`src/rtl/frame_loader_rgb888.sv`:
```
// ----------------------------------------------------------------------------
// frame_loader_rgb888
//   Write-side feeder for the input frame BRAM read by the 3x3 window
//   generator. Accepts an RGB888 valid/ready stream framed by sof/eol, writes
//   one WIDTH x HEIGHT frame to sequential BRAM addresses starting at 0, and
//   pulses oStart once the last pixel has been written. Framing is checked on
//   every beat; a bad eol aborts the frame, a mid-frame sof resyncs to it.
//
// Ports
//   iClk     : clock, rising edge
//   iRst     : asynchronous active-high reset
//   iArm     : one-cycle pulse, arm for next frame (clears oDone/oErr)
//   iValid   : stream beat valid
//   iPixel   : stream pixel data
//   iSof     : beat is first pixel of a frame
//   iEol     : beat is last pixel of a line
//   oReady   : beats are accepted when iValid & oReady
//   oWrEn    : BRAM write enable (one cycle per accepted pixel)
//   oWrAddr  : BRAM write address (holds when oWrEn=0)
//   oWrData  : BRAM write data (holds when oWrEn=0)
//   oStart   : one-cycle pulse, frame complete (cycle after final write)
//   oBusy    : high while waiting for sof or loading
//   oDone    : high while a complete frame is held
//   oErr     : sticky framing error
// ----------------------------------------------------------------------------
module frame_loader_rgb888 #(
   parameter int DATA_W = 24,
   parameter int ADDR_W = 17,
   parameter int WIDTH  = 480,
   parameter int HEIGHT = 272,
   parameter int DEPTH  = WIDTH * HEIGHT
) (
   input  logic              iClk,
   input  logic              iRst,
   input  logic              iArm,
   input  logic              iValid,
   input  logic [DATA_W-1:0] iPixel,
   input  logic              iSof,
   input  logic              iEol,
   output logic              oReady,
   output logic              oWrEn,
   output logic [ADDR_W-1:0] oWrAddr,
   output logic [DATA_W-1:0] oWrData,
   output logic              oStart,
   output logic              oBusy,
   output logic              oDone,
   output logic              oErr
);

   localparam int COL_W = (WIDTH  > 1) ? $clog2(WIDTH)  : 1;
   localparam int ROW_W = (HEIGHT > 1) ? $clog2(HEIGHT) : 1;

   localparam logic [COL_W-1:0] COL_LAST = COL_W'(WIDTH - 1);
   localparam logic [ROW_W-1:0] ROW_LAST = ROW_W'(HEIGHT - 1);

   typedef enum logic [1:0] {
      IDLE,
      WAIT_SOF,
      LOAD,
      DONE
   } state_t;

   state_t              state_q,   state_d;
   logic [COL_W-1:0]    col_q,     col_d;
   logic [ROW_W-1:0]    row_q,     row_d;
   logic [ADDR_W-1:0]   addr_q,    addr_d;
   logic                wr_en_q,   wr_en_d;
   logic [ADDR_W-1:0]   wr_addr_q, wr_addr_d;
   logic [DATA_W-1:0]   wr_data_q, wr_data_d;
   logic                fin_q,     fin_d;
   logic                start_q,   start_d;
   logic                ready_q,   ready_d;
   logic                busy_q,    busy_d;
   logic                done_q,    done_d;
   logic                err_q,     err_d;

   logic                accept;
   logic                last_col;
   logic                last_row;

   assign accept   = iValid & ready_q;
   assign last_col = (col_q == COL_LAST);
   assign last_row = (row_q == ROW_LAST);

   always_comb begin
      state_d   = state_q;
      col_d     = col_q;
      row_d     = row_q;
      addr_d    = addr_q;
      wr_en_d   = 1'b0;
      wr_addr_d = wr_addr_q;
      wr_data_d = wr_data_q;
      fin_d     = 1'b0;
      // fin_q marks the cycle of the final write; start follows one cycle later
      start_d   = fin_q;
      err_d     = err_q;

      case (state_q)
         IDLE: begin
            if (iArm) begin
               state_d = WAIT_SOF;
               col_d   = '0;
               row_d   = '0;
               addr_d  = '0;
               err_d   = 1'b0;
            end
         end

         WAIT_SOF: begin
            // iArm is ignored here; non-sof beats are consumed and dropped
            if (accept && iSof) begin
               wr_en_d   = 1'b1;
               wr_addr_d = '0;
               wr_data_d = iPixel;
               col_d     = COL_W'(1);
               row_d     = '0;
               addr_d    = ADDR_W'(1);
               state_d   = LOAD;
            end
         end

         LOAD: begin
            if (accept) begin
               if (iSof) begin
                  // addr is never 0 inside LOAD, so any sof here is mid-frame:
                  // treat it as the start of a new frame
                  err_d     = 1'b1;
                  wr_en_d   = 1'b1;
                  wr_addr_d = '0;
                  wr_data_d = iPixel;
                  col_d     = COL_W'(1);
                  row_d     = '0;
                  addr_d    = ADDR_W'(1);
               end else if (iEol != last_col) begin
                  err_d   = 1'b1;
                  col_d   = '0;
                  row_d   = '0;
                  addr_d  = '0;
                  state_d = WAIT_SOF;
               end else begin
                  wr_en_d   = 1'b1;
                  wr_addr_d = addr_q;
                  wr_data_d = iPixel;
                  if (last_col) begin
                     col_d = '0;
                     if (last_row) begin
                        // final pixel: addr is not advanced so it never wraps
                        fin_d   = 1'b1;
                        state_d = DONE;
                     end else begin
                        row_d  = row_q + ROW_W'(1);
                        addr_d = addr_q + ADDR_W'(1);
                     end
                  end else begin
                     col_d  = col_q + COL_W'(1);
                     addr_d = addr_q + ADDR_W'(1);
                  end
               end
            end
         end

         DONE: begin
            if (iArm) begin
               state_d = WAIT_SOF;
               col_d   = '0;
               row_d   = '0;
               addr_d  = '0;
               err_d   = 1'b0;
            end
         end

         default: begin
            state_d = IDLE;
         end
      endcase

      // status outputs are registered from the next state
      ready_d = (state_d == WAIT_SOF) || (state_d == LOAD);
      busy_d  = ready_d;
      done_d  = (state_d == DONE);
   end

   always_ff @(posedge iClk or posedge iRst) begin
      if (iRst) begin
         state_q   <= IDLE;
         col_q     <= '0;
         row_q     <= '0;
         addr_q    <= '0;
         wr_en_q   <= 1'b0;
         wr_addr_q <= '0;
         wr_data_q <= '0;
         fin_q     <= 1'b0;
         start_q   <= 1'b0;
         ready_q   <= 1'b0;
         busy_q    <= 1'b0;
         done_q    <= 1'b0;
         err_q     <= 1'b0;
      end else begin
         state_q   <= state_d;
         col_q     <= col_d;
         row_q     <= row_d;
         addr_q    <= addr_d;
         wr_en_q   <= wr_en_d;
         wr_addr_q <= wr_addr_d;
         wr_data_q <= wr_data_d;
         fin_q     <= fin_d;
         start_q   <= start_d;
         ready_q   <= ready_d;
         busy_q    <= busy_d;
         done_q    <= done_d;
         err_q     <= err_d;
      end
   end

   assign oReady  = ready_q;
   assign oWrEn   = wr_en_q;
   assign oWrAddr = wr_addr_q;
   assign oWrData = wr_data_q;
   assign oStart  = start_q;
   assign oBusy   = busy_q;
   assign oDone   = done_q;
   assign oErr    = err_q;

endmodule

```
`config.mk`:
```
export PLATFORM = sky130hd
export DESIGN_NAME = frame_loader_rgb888
export DESIGN_NICKNAME = d
export VERILOG_FILES = /design/src/rtl/frame_loader_rgb888.sv
export SDC_FILE = /design/constraint.sdc
export NUM_CORES = 1
export LEC_CHECK = 0
export BUFFER_PORTS_ARGS = -buffer_cell sky130_fd_sc_hd__buf_4
export CAP_MARGIN = 25
export CORE_UTILIZATION = 56
export DETAILED_ROUTE_END_ITERATION = 16
export HOLD_SLACK_MARGIN = 0.05
export PLACE_DENSITY = 0.81
export SYNTH_ARGS = -nofsm -noshare
export SYNTH_HDL_FRONTEND = slang
export SYNTH_SLANG_ARGS = --single-unit
```
`constraint.sdc`:
```
create_clock -name iClk -period 4.05 [get_ports iClk]
set_input_delay 0.2025 -clock iClk [delete_from_list [all_inputs] [get_ports iClk]]
set_output_delay 0.2025 -clock iClk [all_outputs]
set_load 0.01 [all_outputs]
```
## Yosys cells after proc, flatten, opt, wreduce, memory -nomap -nowiden

Index checks and enable logic that the tools add are counted.

| storage, ports and cells | value |
|---|---|
| word-level logic and storage cells | 100 |
| bits in registers | 84 |
| output and inout port bits | 47 |

| cells by class | value |
|---|---|
| reductions and logical operators | 11 |
| bitwise operators | 1 |
| $add $sub $neg | 3 |
| eq/ne operators | 17 |
| multiplexer cells | 56 |

Operator list:

| cell | count |
|---|---|
| 17-bit 2-to-1 mux | 11 |
| 9-bit 2-to-1 mux | 12 |
| 24-bit 2-to-1 mux | 4 |
| 9-bit case mux with 3 select lines | 2 |
| 17-bit case mux with 3 select lines | 1 |
| 24-bit case mux with 2 select lines | 1 |
| 17-bit case mux with 2 select lines | 1 |
| 9-bit by 1-bit adder with 9-bit output (second input constant) | 2 |
| 9-bit equality test (second input constant) | 2 |
| 17-bit by 1-bit adder with 17-bit output (second input constant) | 1 |
| 1-bit 2-to-1 mux | 14 |
| 2-bit 2-to-1 mux | 7 |
| 4-bit AND reduction | 3 |
| 2-bit equality test (second input constant) | 4 |
| 4-bit != test (second input constant) | 2 |
| 3-bit != test (second input constant) | 2 |
| 2-bit case mux with 3 select lines | 1 |
| 5-bit != test (second input constant) | 1 |
| 5-bit AND reduction | 1 |
| 2-bit by 1-bit equality test with 1-bit output (second input constant) | 2 |
| 2-bit != test (second input constant) | 2 |
| 1-bit case mux with 2 select lines | 2 |
| 2-bit nonzero test | 2 |
| 3-bit AND reduction | 1 |
| 7 further kinds | 7 |

## Logic depth before layout (Yosys ltp)

| depth | value |
|---|---|
| word-level depth | 9 |
| gate-level depth with buffers | 9 |
| gate-level depth less buffers | 8 |

## Worst setup path after synthesis

OpenSTA, ideal clock, no wires.

| timing path | value |
|---|---|
| kind | flip-flop to flip-flop |
| start point | register col_q[0] |
| end point | register busy_q (netlist: oBusy) |
| path buffers | 1 |
| setup time | 126 ps |
| path slack | 1,769 ps |
| arrival | 2,155 ps |
| stages on the path, launching flop included | 9 |
| path through | dfrtp_1 ha_1 nand4_1 or4_1 clkbuf_1 o31ai_1 nand3_1 a32oi_1 ha_1 |

| on the way | value |
|---|---|
| longest elaborated chain between the ends | 8 |
| elaborated cells on any way between the ends | 10 |

Ends and longest elaborated chain:

| element | RTL line | source |
|---|---|---|
| start: declaration | 64 | `logic [COL_W-1:0] col_q, col_d;` |
| start signal: assignment | 200 | `col_q <= col_d;` |
| 9-bit equality test * | 82 | `assign last_col = (col_q == COL_LAST);` |
| 2-bit 2-to-1 mux / 1-bit != test (equally long branches) | 144, 134 |  |
| 2-bit 2-to-1 mux * | 134 | `end else if (iEol != last_col) begin` |
| 2-bit 2-to-1 mux * | 124 | `if (iSof) begin` |
| 2-bit 2-to-1 mux * | 123 | `if (accept) begin` |
| 2-bit case mux with 3 select lines * | 98 | `case (state_q)` |
| 2-bit by 1-bit equality test with 1-bit output / 2-bit equality test (equally long branches) | 178 | `ready_d = (state_d == WAIT_SOF) \|\| (state_d == LOAD);` |
| 1-bit logical OR * | 178 |  |
| named net busy_d | 73 | `logic busy_q, busy_d;` |
| end signal: assignment | 209 | `busy_q <= busy_d;` |
| end: declaration | 73 |  |

The timed path passes the listed nets; every way through them passes the cells marked *.
A chain may end at the register's enable or synchronous reset.

## Worst setup path in the final report

| timing path | value |
|---|---|
| start point | register state_q[0] |
| end point | register addr_q[16] |

| on the way | value |
|---|---|
| longest elaborated chain between the ends | 4 |
| elaborated cells on any way between the ends | 11 |

Ends and longest elaborated chain:

| element | RTL line | source |
|---|---|---|
| start: declaration | 63 | `state_t state_q, state_d;` |
| start signal: assignment | 199 | `state_q <= state_d;` |
| 2-bit equality test / 2-bit zero test (equally long branches) | 98 |  |
| 2-bit OR reduction (no line) | n/a |  |
| 2-bit by 1-bit != test with 1-bit output (no line) | n/a |  |
| 4-bit AND reduction (no line) | n/a |  |
| end signal: assignment | 202 | `addr_q <= addr_d;` |
| end: declaration | 66 | `logic [ADDR_W-1:0] addr_q, addr_d;` |

Parallel ways exist; a longest one is shown, timed or not.

==> results.yml <==
outcome:
  status: "completed"
clock_network:
  cts.sink_count: 84
  root_buffer: "clkbuf_8"
  cts_tree: "yes"
  path_clk_slew_ps: 90
  clkLatencyLatePin_ps: 370
  cts_made_buffers: 9
  h-tree-depth: 3
  clk_path_buf_depth: 2
logic_synthesis:
  ys.flop_type: "dfrtp_1"
  syn_area_mm2: 0.00391
  synth_top_family_by_area: "simple AND/OR/NAND/NOR gates"
  synth.most_common_cell: "dfrtp_1"
  ys_warn_count: 0
  synth_cells: 357
  synth_top_cells_by_count: "dfrtp_1, nand2_1, nor2_1"
  synth_compound_area_frac: 0.141
  syn_nets: 393
  synth_seq_cells: 84
  synthArstFlopShare: 1.00
  post_synth_fa_ha_maj_area_fraction: 0.0192
  synth-edff-count: 0
  seq_area_frac_synth: 0.538
  syn_avg_cell_area_um2: 11.0
  synth_cell_types: 49
  synthSimpleGateAreaFrac: 0.175
  yosys.area.top_type_share: 0.538
  netlist.top_cell.by_area: "dfrtp_1"
  synthXorXnorAreaFrac: 0.0246
  netlist_top_cells_area: "dfrtp_1, mux2_2, a22o_1, nand2_1, nor2_1"
  synth_mux_area_frac: 0.0746
floorplanning:
  rows: 30
  die_w_um: 85.6
  start_util: 0.579
  core_area_mm2: 0.00676
  die-area_mm2: 0.00732
  die_h_um: 85.6
  io_pins: 77
route:
  drcViolationCount: 0
  drt_iter0_markers: 185
  drt_wl_total_mm: 8.73
  firstDrtPassIters: 5
  drtAntennaViolNets: 0
  avgRoutedWirePerCell_um: 16.7
  dr_total_vias: 3197
  vias_per_cell: 6.12
layout:
  register_area_mm2: 0.00210
  layoutNonFillerInstCount: 522
  diodes: 0
  final_util: 0.709
  multi_input_area_mm2: 0.00170
  fillers: 501
  drive_above_1_share: 0.274
  final_nets: 473
  syn_to_final_growth_pct: 22.5
worst_hold_path:
  whs_path_depth: 2
  min_path_type: "primary input to flip-flop"
grt:
  grt_use_total: 0.251
  antenna_found_initial: 0
  grt_max_degree: 55
  grt_pass1_wl_mm: 14.5
  first_global_vias: 2978
  grt-ovfl-total: 0
sta:
  max_slew_margin: 0.314
  period_share: 0.671
  final-hold-violation-count: 0
  maxSlewViolCount: 0
  min_period_ps: 2720
  worst_pin_slew_ps: 1020
  tns_ps: 0
  holdWs_ps: 54.8
  skew_ps: 12.5
  setup_viol: 0
  rsz0062_at_grt: "no"
  fmax_ghz: 0.368
worst_setup_path:
  r2r_cells: 8
  endpoint_kind: "flip-flop"
  crit_arrival_ps: 3010
  path_depth: 8
  crit_required_ps: 4340
  crit_family: "simple AND/OR/NAND/NOR gates"
  slowest_stage: "or4_1"
  cp_cell_sequence: "inv_1 > ha_1 > o2bb2ai_1 > nand3_1 > buf_4 > a211o_1 > or4_1 > a21oi_1"
  start_kind: "flip-flop"
  crit_fanout: 12
  reg2reg_slack_ps: 1330
  critPathBufInv: 2
  worstSetupPathType: "flip-flop to flip-flop"
  r2r_end: "addr_q[16]"
  max_stage_delay_ps: 520
  crit_end: "addr_q[16]"
  reg2reg_from: "state_q[0]"
  crit_start: "state_q[0]"
placement:
  gp_congestion: 0.865
  dp.cells: 502
  hpwl_mm: 6.01
  portBuffers: 76
power:
  peakVddDrop_mv: 0.484
  power_density_mw_per_mm2: 580
  leakage_nw: 2.14
flow_run:
  cap_violations: 0
## kinds of logic (layout without fill, tap and decap cells)
logic type / count (synthesis) / count (layout)
AND/OR/NAND/NOR: 129 / 129
flip-flops: 84 / 84
AO/OA/AOI/OAI: 79 / 79
multiplexers: 26 / 26
buffers and inverters: 22 / 107
XOR/XNOR: 11 / 11
adder cells (fa/ha/maj): 6 / 6
## cells in the final DEF (no fill, tap or decap), types with 6 or more instances in the layout
cell type and n:
nand3_1 15, a31oi_1 6, mux2_2 18, a21oi_1 16
a22o_1 16, ha_1 6, or4_1 9, o31ai_1 8
clkbuf_8 9, xnor2_1 6, nor3_1 11, nor2_1 25
buf_4 80, inv_1 6, nor4_1 6, o21ai_0 11
nand2_1 25, and3_1 7, dfrtp_1 84, nand4_1 12
mux2_1 7
## where the power goes
part           total [W]  internal [W]  switching [W]
logic            0.00104      0.000463       0.000576
clock network   0.000618      0.000295       0.000324
registers        0.00112       0.00101       0.000112
total            0.00278       0.00177        0.00101
## layer usage
layer,routed length [um],GRT usage,part of all wire
met4,101,0.0697,0.012
met1,3730,0.329,0.43
met5,0,0,0
met2,4560,0.420,0.52
met3,340,0.0597,0.039
## registers in the layout, indices dropped and copies added (netlist names)
| signal | flops |
|---|---|
| oErr | 1 |
| oDone | 1 |
| oWrEn | 1 |
| addr_q | 17 |
| oWrAddr | 17 |
| oStart | 1 |
| row_q | 9 |
| state_q | 2 |
| fin_q | 1 |
| oWrData | 24 |
| col_q | 9 |
| oBusy | 1 |
## repair_timing
action	4_1_cts	5_1_grt
endpoints found under the hold margin	52	1
resized for setup	0	0
hold buffers	2	1
buffers inserted	0	0
## worst min-delay path by stage
stage | start | end | slack (ps)
3_5_place_dp | fin_q | oStart | 360
6_report | iPixel[13] | oWrData[13] | 50
4_1_cts | iPixel[11] | oWrData[11] | 50
3_3_place_gp | fin_q | oStart | 340
5_1_grt | iPixel[4] | oWrData[4] | 50
2_1_floorplan | fin_q | oStart | 330
## through the flow
step / worst slack [ps] / power (W) / area [um^2]
detailed placement: 1290 / 0.00216 / 4530
global placement: 1340 / 0.00211 / 4530
global route: 1150 / 0.00293 / 4790
CTS: 1270 / 0.00277 / 4750
floorplan: 1680 / 0.00176 / 3910
finish: 1330 / 0.00278 / 4790
## area by class of cell
| cell class | count | area share |
|---|---|---|
| clock buffer | 9 | 0.0259 |
| clock inverter | 7 | 0.0165 |
| sequential | 84 | 0.439 |
| tap | 80 | 0.0209 |
| timing repair buffer | 84 | 0.137 |
| multi-input combinational | 251 | 0.355 |
| inverter | 7 | 0.00575 |
No activity file was read; power rests on OpenSTA's default activity.
